### config.mk
export PLATFORM = sky130hd
export DESIGN_NAME = mod_updown_counter
export DESIGN_NICKNAME = d
export VERILOG_FILES = /design/src/rtl/mod_updown_counter.sv
export SDC_FILE = /design/constraint.sdc
export NUM_CORES = 1
export LEC_CHECK = 0
export ABC_AREA = 1
export CAP_MARGIN = 15
export CORE_ASPECT_RATIO = 0.7
export CORE_MARGIN = 1
export CORE_UTILIZATION = 46
export CTS_BUF_LIST = sky130_fd_sc_hd__clkbuf_8
export CTS_CLUSTER_SIZE = 24
export DETAILED_ROUTE_END_ITERATION = 7
export GPL_ROUTABILITY_DRIVEN = 0
export MAX_ROUTING_LAYER = met4
export PLACE_DENSITY_LB_ADDON = 0.2
export SLEW_MARGIN = 15
export SYNTH_ARGS = -nofsm -noshare
export SYNTH_HDL_FRONTEND = slang
export SYNTH_SLANG_ARGS = --single-unit
### constraint.sdc
create_clock -name clk -period 1.5 [get_ports clk]
set_input_delay 0.45 -clock clk [delete_from_list [all_inputs] [get_ports clk]]
set_output_delay 0.45 -clock clk [all_outputs]
set_load 0.03 [all_outputs]
### src/rtl/mod_updown_counter.sv
// Parametrised up/down counter with clock-enable prescaler, synchronous load/clear,
// wrap or saturate at the bounds, and a registered one-cycle terminal-count pulse.
module mod_updown_counter #(
    parameter int WIDTH     = 12,
    parameter int MAX_COUNT = 4095,
    parameter int PRESCALE  = 1,
    parameter int SATURATE  = 0
) (
    input  logic             clk,
    input  logic             rst_n,
    input  logic             en,
    input  logic             up,
    input  logic             clear,
    input  logic             load,
    input  logic [WIDTH-1:0] load_val,
    output logic [WIDTH-1:0] count,
    output logic             tc
);

    localparam int PW = (PRESCALE > 1) ? $clog2(PRESCALE) : 1;

    localparam logic [WIDTH-1:0] MAX_C    = MAX_COUNT[WIDTH-1:0];
    localparam logic [WIDTH-1:0] ZERO_C   = {WIDTH{1'b0}};
    localparam logic [WIDTH-1:0] ONE_C    = WIDTH'(1);
    localparam logic [PW-1:0]    PRE_ZERO = {PW{1'b0}};
    localparam logic [PW-1:0]    PRE_ONE  = PW'(1);
    localparam logic [PW-1:0]    PRE_LAST = PW'(PRESCALE - 1);

    logic [WIDTH-1:0] count_r;
    logic [PW-1:0]    pre_r;
    logic             tc_r;

    logic [WIDTH-1:0] count_nxt_s;
    logic [PW-1:0]    pre_nxt_s;
    logic             tc_nxt_s;
    logic [WIDTH-1:0] load_clamp_s;

    // Clamp the load value so count can never be placed above MAX_COUNT.
    always_comb begin
        if (load_val > MAX_C) begin
            load_clamp_s = MAX_C;
        end else begin
            load_clamp_s = load_val;
        end
    end

    // Next-state: clear > load > prescaled step > hold; bounds handled by compare.
    always_comb begin
        count_nxt_s = count_r;
        pre_nxt_s   = pre_r;
        tc_nxt_s    = 1'b0;
        if (clear) begin
            count_nxt_s = ZERO_C;
            pre_nxt_s   = PRE_ZERO;
        end else if (load) begin
            count_nxt_s = load_clamp_s;
            pre_nxt_s   = PRE_ZERO;
        end else if (en) begin
            if (pre_r == PRE_LAST) begin
                pre_nxt_s = PRE_ZERO;
                if (up) begin
                    if (count_r == MAX_C) begin
                        tc_nxt_s = 1'b1;
                        if (SATURATE != 0) begin
                            count_nxt_s = MAX_C;
                        end else begin
                            count_nxt_s = ZERO_C;
                        end
                    end else begin
                        count_nxt_s = count_r + ONE_C;
                    end
                end else begin
                    if (count_r == ZERO_C) begin
                        tc_nxt_s = 1'b1;
                        if (SATURATE != 0) begin
                            count_nxt_s = ZERO_C;
                        end else begin
                            count_nxt_s = MAX_C;
                        end
                    end else begin
                        count_nxt_s = count_r - ONE_C;
                    end
                end
            end else begin
                pre_nxt_s = pre_r + PRE_ONE;
            end
        end else begin
            pre_nxt_s = pre_r;
        end
    end

    // State registers; reset discards any prescaler phase.
    always_ff @(posedge clk) begin
        if (!rst_n) begin
            count_r <= ZERO_C;
            pre_r   <= PRE_ZERO;
            tc_r    <= 1'b0;
        end else begin
            count_r <= count_nxt_s;
            pre_r   <= pre_nxt_s;
            tc_r    <= tc_nxt_s;
        end
    end

    assign count = count_r;
    assign tc    = tc_r;

endmodule

* Word-level counts from Yosys, hierarchy flattened
Cells that the tools add are included.
W data, S select, Z words.
** Operators by class
- Bitwise operators :: 2
- Divide/modulo/power cells :: 0
- Reduce and logical (&&, ||, !) cells :: 6
- $mul :: 0
- $lt $le $gt $ge :: 1
- Mux-type cells :: 11
- Add/sub/neg operators :: 3
- Shift operators :: 0
- Eq/ne operators :: 2
** Operator list (count)
- $mux W12 :: 7
- $add A12 B1 Y12 const B :: 1
- $eq A12 B12 Y1 const B :: 1
- $gt A12 B12 Y1 const B :: 1
- $logic_not A12 Y1 :: 1
- $sub A12 B1 Y12 const B :: 1
- $reduce_or A5 Y1 :: 1
- $mux W1 :: 4
- $reduce_or A3 Y1 :: 1
- $ne A2 B2 Y1 const B :: 1
- $not A1 Y1 :: 2
- $reduce_and A2 Y1 :: 1
- $reduce_bool A2 Y1 :: 1
- $reduce_or A2 Y1 :: 1
- $add A1 B1 Y1 const B :: 1
** Word-level totals
- Output and inout port bits :: 13
- Bits in read-only memories :: 0
- Memories :: 0
- Logic and storage cells :: 28
- RAM bits :: 0
- Input port bits :: 18
- Latch bits :: 0
- Register bits :: 14

* Depth between registers and ports, before layout
Gate-level depths: netlist of run 1.
- Depth in word-level cells :: 6
- Gate-level depth with buffers :: 11
- Gate-level depth less buffers :: 10

* Worst setup path before layout of run 1
OpenSTA, ideal clock, no wires.
- Path kind :: reg-to-reg
- Start :: register count_r[0], in the netlist count[0]
- End :: register count_r[2], in the netlist count[2]
- Slack :: -177 ps
- Cell stages (with the launch flop) :: 9
- Setup time :: 115 ps
- Clock period less this slack :: 1677 ps
- Path buffers :: 0
- Data required time :: 1385 ps
- Arrival :: 1562 ps
- Cell sequence :: dfxtp_1 inv_1 ha_1 inv_1 nor2_1 o21ai_0 nand4_1 o21ai_0 inv_1
** On the way
- Longest elaborated chain between the ends :: 6
- Elaborated cells between the ends (all ways) :: 10
- Those cells by class :: add/sub: 2; eq/ne: 1; mux: 6; reduce/logical: 1
** RTL lines
- start, declared :: line 29 : logic [WIDTH-1:0] count_r;
- start signal, assigned :: line 99 : count_r <= count_nxt_s;
- $sub A12 B1 Y12 (tied with other cells) :: line 81 : count_nxt_s = count_r - ONE_C;
- $mux W12, on equally long branches :: line 73, 62
- $mux W12 * :: line 61 : if (up) begin
- $mux W12 * :: line 59 : if (pre_r == PRE_LAST) begin
- $mux W12 * :: line 58 : end else if (en) begin
- $mux W12 * :: line 55 : end else if (load) begin
Every way passes the cells marked *; elsewhere a longest branch is shown, timed or not. The select of a mux whose other input is x is not followed.
A chain may end at the register's enable or synchronous reset.

* Worst setup path after layout of run 1
- Start :: register count_r[8], in the netlist count[8]
- End :: register count_r[11], in the netlist count[11]
The elaborated chain is that of the path after synthesis.

==> out/results.txt, run 1 <==
reg2reg start -> count[8]$_SDFFE_PP0P_
share of cells above drive strength 1 -> 37.0%
pin count of the biggest net entering global routing -> 10
Placement Setup Slack -> -272 ps
WL final -> 4850 µm
area delta synth->final -> 57.5%
worst path arrival time -> 1670 ps
most frequent CP cell -> nand2_1
delay of the slowest cell on the worst path -> 450 ps
Critical R2R Capture -> count[11]$_SDFFE_PP0P_
DIE AREA -> 2960 µm²
leakage dissipation -> 0.917 nW
Total Power -> 1.30 mW
Pre-Repair DR Iteration Count -> 6
Post-Syn Instances -> 214
CP max stage cell -> dfxtp_2
cells along the critical path -> inv_1 -> nor3_2 -> nand3_1 -> nand2_2 -> inv_2 -> nand2_1 -> nand3_1 -> nand2_1 -> nand2_1
clk buf depth -> 2
Port Buffers -> 30
fin area -> 1990 µm²
Hold Path Depth -> 2
Post-synth top cells -> 56 x nand2_1, 28 x nor2_1, 20 x nand3_1, 18 x inv_1
vias in the first global route -> 1475
antenna viol nets, final -> 0
io pins -> 31
CTS clock-pin slew for the worst setup and hold paths -> 70 ps
final core utilization -> 78.5%
layout net count -> 298
total congestion overflow -> 0
via count -> 1790
# diodes -> 0
fmax -> 0.654 GHz
syn avg cell area -> 5.90 µm²
synth unique cells -> 32
post-synth top area share -> 20.6%
slack of the critical path -> -28.5 ps
yosys warns -> 0
drt wl/cell -> 15.6 µm
max_cap viols -> 0
CTS tree -> yes
r2r worst-path depth -> 9
Worst-Margin Slew -> 303 ps
register area share after synthesis -> 20.6%
Slew HR -> 79.9%
Rows -> 15
failing checks -> setup timing
Syn Nets -> 235
Reg2Reg Setup Slack -> -30 ps
final count of hold timing violations -> 0
critical path type -> reg -> reg
Tot GR Track Use -> 32.1%
initial DRC count -> 257
first-pass GRT wire length -> 6820 µm
H-tree levels -> 1
Pins Over Slew Limit -> 0
Die Y -> 45.8 µm
type of element launching the critical path -> flop
PwrDens -> 656 nW/µm²
Post-CTS Hold Buffers -> 0
Die Wd -> 64.6 µm
initial antenna violation count -> 0
Primary FF master, synth -> dfxtp_1
Critical Path Sink Type -> flop
CP delay by family, top -> simple AND/OR/NAND/NOR gates
CTS Sinks -> 13
hpwl dp -> 3260 µm
status -> complete, but fails checks
Hold EP -> count[9]$_SDFFE_PP0P_
Via density -> 5.77
most common cell in the netlist -> nand2_1
latest clock arrival within the worst-skew pair -> 250 ps
Layout Skew -> 7.08 ps
Placed Area -> 1770 µm²
synth top area cells -> dfxtp_1 21%, nand2_1 17%, nor2_1 8.3%
CTS Buf Count -> 3
crit path max fanout -> 7
CP Data Required Time -> 1640 ps
RSZ-0062 raised after global routing -> true
initial core utilization -> 49.8%
EDFF count, synth -> 0
min-delay src -> count[9]$_SDFFE_PP0P_
setup TNS -> -71.2 ps
Synth async-reset ratio -> 0%
number of remaining DRC errors -> 0
area leader, netlist -> dfxtp_1
min Tclk post-route -> 1530 ps
synthesized area -> 1260 µm²
final setup vio count -> 4
Worst Hold Class -> reg -> reg
Final Cycle Share -> 102%
post-synthesis register bit count -> 13
Root Buffer -> clkbuf_8
peak supply drop -> 0.525 mV
core area -> 2530 µm²
Worst Path Buf+Inv -> 2
layout make-up:
class	instances	area (µm²)
fillers	188	546
inverters	24	92.6
clock inverters	1	5.00
well taps	34	42.5
repair buffers	65	541
multi-input cells	170	983
clock buffers	3	41.3
flip-flops and latches	13	283
cells by family (layout without fill, tap and decap cells):
kind of cell / count (synthesis) / in the layout / share of synthesized area [%]
AO/OA/AOI/OAI: 40 / 40 / 18.5
XOR/XNOR: 6 / 6 / 4.16
adder cells (fa/ha/maj): 3 / 3 / 2.97
buffers and inverters: 31 / 93 / 10.3
flip-flops: 13 / 13 / 20.6
AND/OR/NAND/NOR: 121 / 121 / 43.4
worst max-delay path by stage:
stage,start,cells past startpoint,to,slack (ps)
after floorplan,count[7]$_SDFFE_PP0P_,10,count[9]$_SDFFE_PP0P_,1
after global placement,rst_n,7,tc$_SDFF_PP0_,-220
after detailed placement,up,6,count[2]$_SDFFE_PP0P_,-270
after CTS,count[1]$_SDFFE_PP0P_,7,count[0]$_SDFFE_PP0P_,1
after global routing,count[0]$_SDFFE_PP0P_,10,count[7]$_SDFFE_PP0P_,-90
final,count[8]$_SDFFE_PP0P_,9,count[11]$_SDFFE_PP0P_,-30
report_power, final:
part           total [mW]  leakage (nW)  internal, mW  switching (mW)
combinational       0.565         0.780         0.242           0.323
clock               0.339        0.0255         0.184           0.155
sequential          0.401         0.112         0.361          0.0396
total                1.30         0.917         0.787           0.517
cells in the final DEF (no fill, tap or decap), types with 2 or more instances in the layout:
master	instances
a21oi_1	10
a21oi_2	3
a22oi_1	6
buf_4	45
clkbuf_8	3
clkdlybuf4s50_1	16
clkinv_1	2
dfxtp_1	3
dfxtp_2	6
dfxtp_4	4
ha_2	2
inv_1	14
inv_2	7
nand2_1	51
nand2_2	5
nand2_4	2
nand3_1	19
nand3_2	2
nand4_1	3
nor2_1	19
nor2_2	9
nor2_4	7
o211ai_1	2
o21ai_0	8
o21ai_1	6
xor2_1	5
per-layer routing:
layer / GRT usage (%) / part of all wire, % / vias to the layer above
met5: - / 0 / -
met4: 7.11 / 3.0 / 0
met3: 8.00 / 14 / 24
met2: 50.5 / 45 / 135
met1: 41.7 / 38 / 796
li1: - / - / 835
tightest hold or removal path, delay by kind of cell, from the launching register on:
| kind | cells | cell delay (ps) |
|---|---|---|
| compound gates | 1 | 50 |
| flops | 1 | 370 |
| simple gates | 1 | 80 |
registers in the layout (all words and copies together), names as in the netlist:
signal	cells
tc	1
count	12
per-stage QoR:
step                std cells  hold WS (ps)
global placement          301           517
CTS                       306           527
global route              310           545
floorplan                 214           574
detailed placement        301           517
finish                    310           527
timing repair:
| item | CTS | global route |
|---|---|---|
| gates resized for setup | 8 | 44 |
| pin swaps | 2 | 15 |
| setup buffers | 1 | 4 |
| endpoints found under the setup margin | 11 | 14 |
Note: power is estimated with default switching activity, not from simulation.
==> run 2, diff against run 1 <==
CORE_UTILIZATION = 44   (was 46)
CTS_BUF_LIST = sky130_fd_sc_hd__clkbuf_8 sky130_fd_sc_hd__clkbuf_16   (was sky130_fd_sc_hd__clkbuf_8)
==> out/results.txt, run 2 (same netlist as run 1, synthesis figures left out) <==
commonest non-fill, non-tap cell in the layout -> nand2_1
hpwl dp -> 3250 µm
WL final -> 4490 µm
initial DRC count -> 186
CP delay by family, top -> buffers and inverters
CTS clock-pin slew for the worst setup and hold paths -> 60 ps
vias in the first global route -> 1406
Rows -> 15
Slew HR -> 80.1%
Die Y -> 46.8 µm
min Tclk post-route -> 1470 ps
latest clock arrival within the worst-skew pair -> 250 ps
Layout Skew -> 1.42 ps
number of remaining DRC errors -> 0
critical path type -> in -> reg
most frequent CP cell -> nand2_1
PwrDens -> 648 nW/µm²
type of element launching the critical path -> input pin
io pins -> 31
CTS tree -> yes
Root Buffer -> clkbuf_8
fmax -> 0.678 GHz
total congestion overflow -> 0
Post-CTS Hold Buffers -> 0
fin area -> 1980 µm²
initial core utilization -> 48.7%
max_cap viols -> 0
CTS Sinks -> 13
clk buf depth -> 2
H-tree levels -> 1
share of cells above drive strength 1 -> 35.2%
final count of hold timing violations -> 0
RSZ-0062 raised after global routing -> true
Worst-Margin Slew -> 299 ps
Pins Over Slew Limit -> 0
delay of the slowest cell on the worst path -> 520 ps
drt wl/cell -> 14.6 µm
via count -> 1731
leakage dissipation -> 0.914 nW
cells along the critical path -> clkdlybuf4s50_1 -> buf_6 -> nand2_2 -> inv_2 -> nand2_1 -> nand3_1 -> nand2_1 -> a21oi_1
layout net count -> 295
worst path arrival time -> 1650 ps
CP Data Required Time -> 1680 ps
fill count -> 192
CP max stage cell -> clkdlybuf4s50_1
# diodes -> 0
Worst Hold Class -> reg -> reg
crit path max fanout -> 9
pin count of the biggest net entering global routing -> 10
antenna viol nets, final -> 0
Largest register FFs -> 12
status -> completed
first-pass GRT wire length -> 6680 µm
area delta synth->final -> 57.0%
peak supply drop -> 0.634 mV
Via density -> 5.64
Final Cycle Share -> 98.3%
DIE AREA -> 3090 µm²
core area -> 2590 µm²
CTS Buf Count -> 3
Port Buffers -> 30
most frequent cells in the layout -> 51 x nand2_1, 42 x buf_4, 21 x nor2_1
Critical Path Sink Type -> flop
hold slack -> 524 ps
Placed Area -> 1760 µm²
Tot GR Track Use -> 30.8%
setup TNS -> 0 ps
final setup vio count -> 0
Die Wd -> 66.0 µm
initial antenna violation count -> 0
Worst Path Buf+Inv -> 3
Pre-Repair DR Iteration Count -> 5
[run 2: cell types whose count changed in the layout (fill, tap and decap cells not counted), moves of 3 or more]
cell	delta
a21oi_1	+3
a21oi_2	-3
buf_4	-3
inv_2	-3
[run 2: tightest hold or removal path, cell delays in order (launching register included)]
cell     delay [ps]
dfxtp_2         350
nand2_1          70
a21oi_1          60
[run 2: what timing repair did]
item | 4_1_cts | 5_1_grt
pin swaps | 0 | 15
setup endpoints to repair | 7 | 14
gates resized for setup | 11 | 43
setup buffers | 0 | 4
[run 2: cell type report]
cell class / count / area, µm² / area share (%)
clock inverter: 1 / 5.00 / 0.253
clock buffer: 3 / 41.3 / 2.08
sequential: 13 / 285 / 14.4
tap: 34 / 42.5 / 2.15
multi-input combinational: 170 / 987 / 49.8
timing repair buffer: 62 / 519 / 26.2
inverter: 24 / 101 / 5.11
[run 2: metrics by stage]
step                util, %  cells  total power, mW  setup WS, ps
finish                 76.5    307             1.28          25.9
CTS                    70.4    303             1.22          6.58
global placement       67.8    299            0.870          -289
global route           76.5    307             1.35         -45.1
floorplan                 -    214            0.683          1.33
detailed placement     67.8    299            0.873          -309
[run 2: worst paths after layout]
kind | endpoint | cells past startpoint | slack [ps] | startpoint
max | count[9]$_SDFFE_PP0P_ | 8 | 30 | up
min | count[9]$_SDFFE_PP0P_ | 2 | 520 | count[9]$_SDFFE_PP0P_
max reg2reg | count[9]$_SDFFE_PP0P_ | 9 | 30 | count[8]$_SDFFE_PP0P_
min reg2reg | count[9]$_SDFFE_PP0P_ | 2 | 520 | count[9]$_SDFFE_PP0P_
[run 2: power breakdown]
part	internal [mW]	total [mW]	switching, mW	leakage [nW]
Clock	0.184	0.335	0.150	0.0255
Sequential	0.360	0.399	0.0391	0.112
Combinational	0.246	0.549	0.304	0.776
Total	0.790	1.28	0.493	0.914
[run 2: per-layer routing]
metal	up-vias	wire (µm)	global-route usage, %
li1	828	-	-
met1	772	2050	43.9
met2	124	1900	42.4
met3	7	506	6.55
met4	0	38	11.1
met5	-	0	-
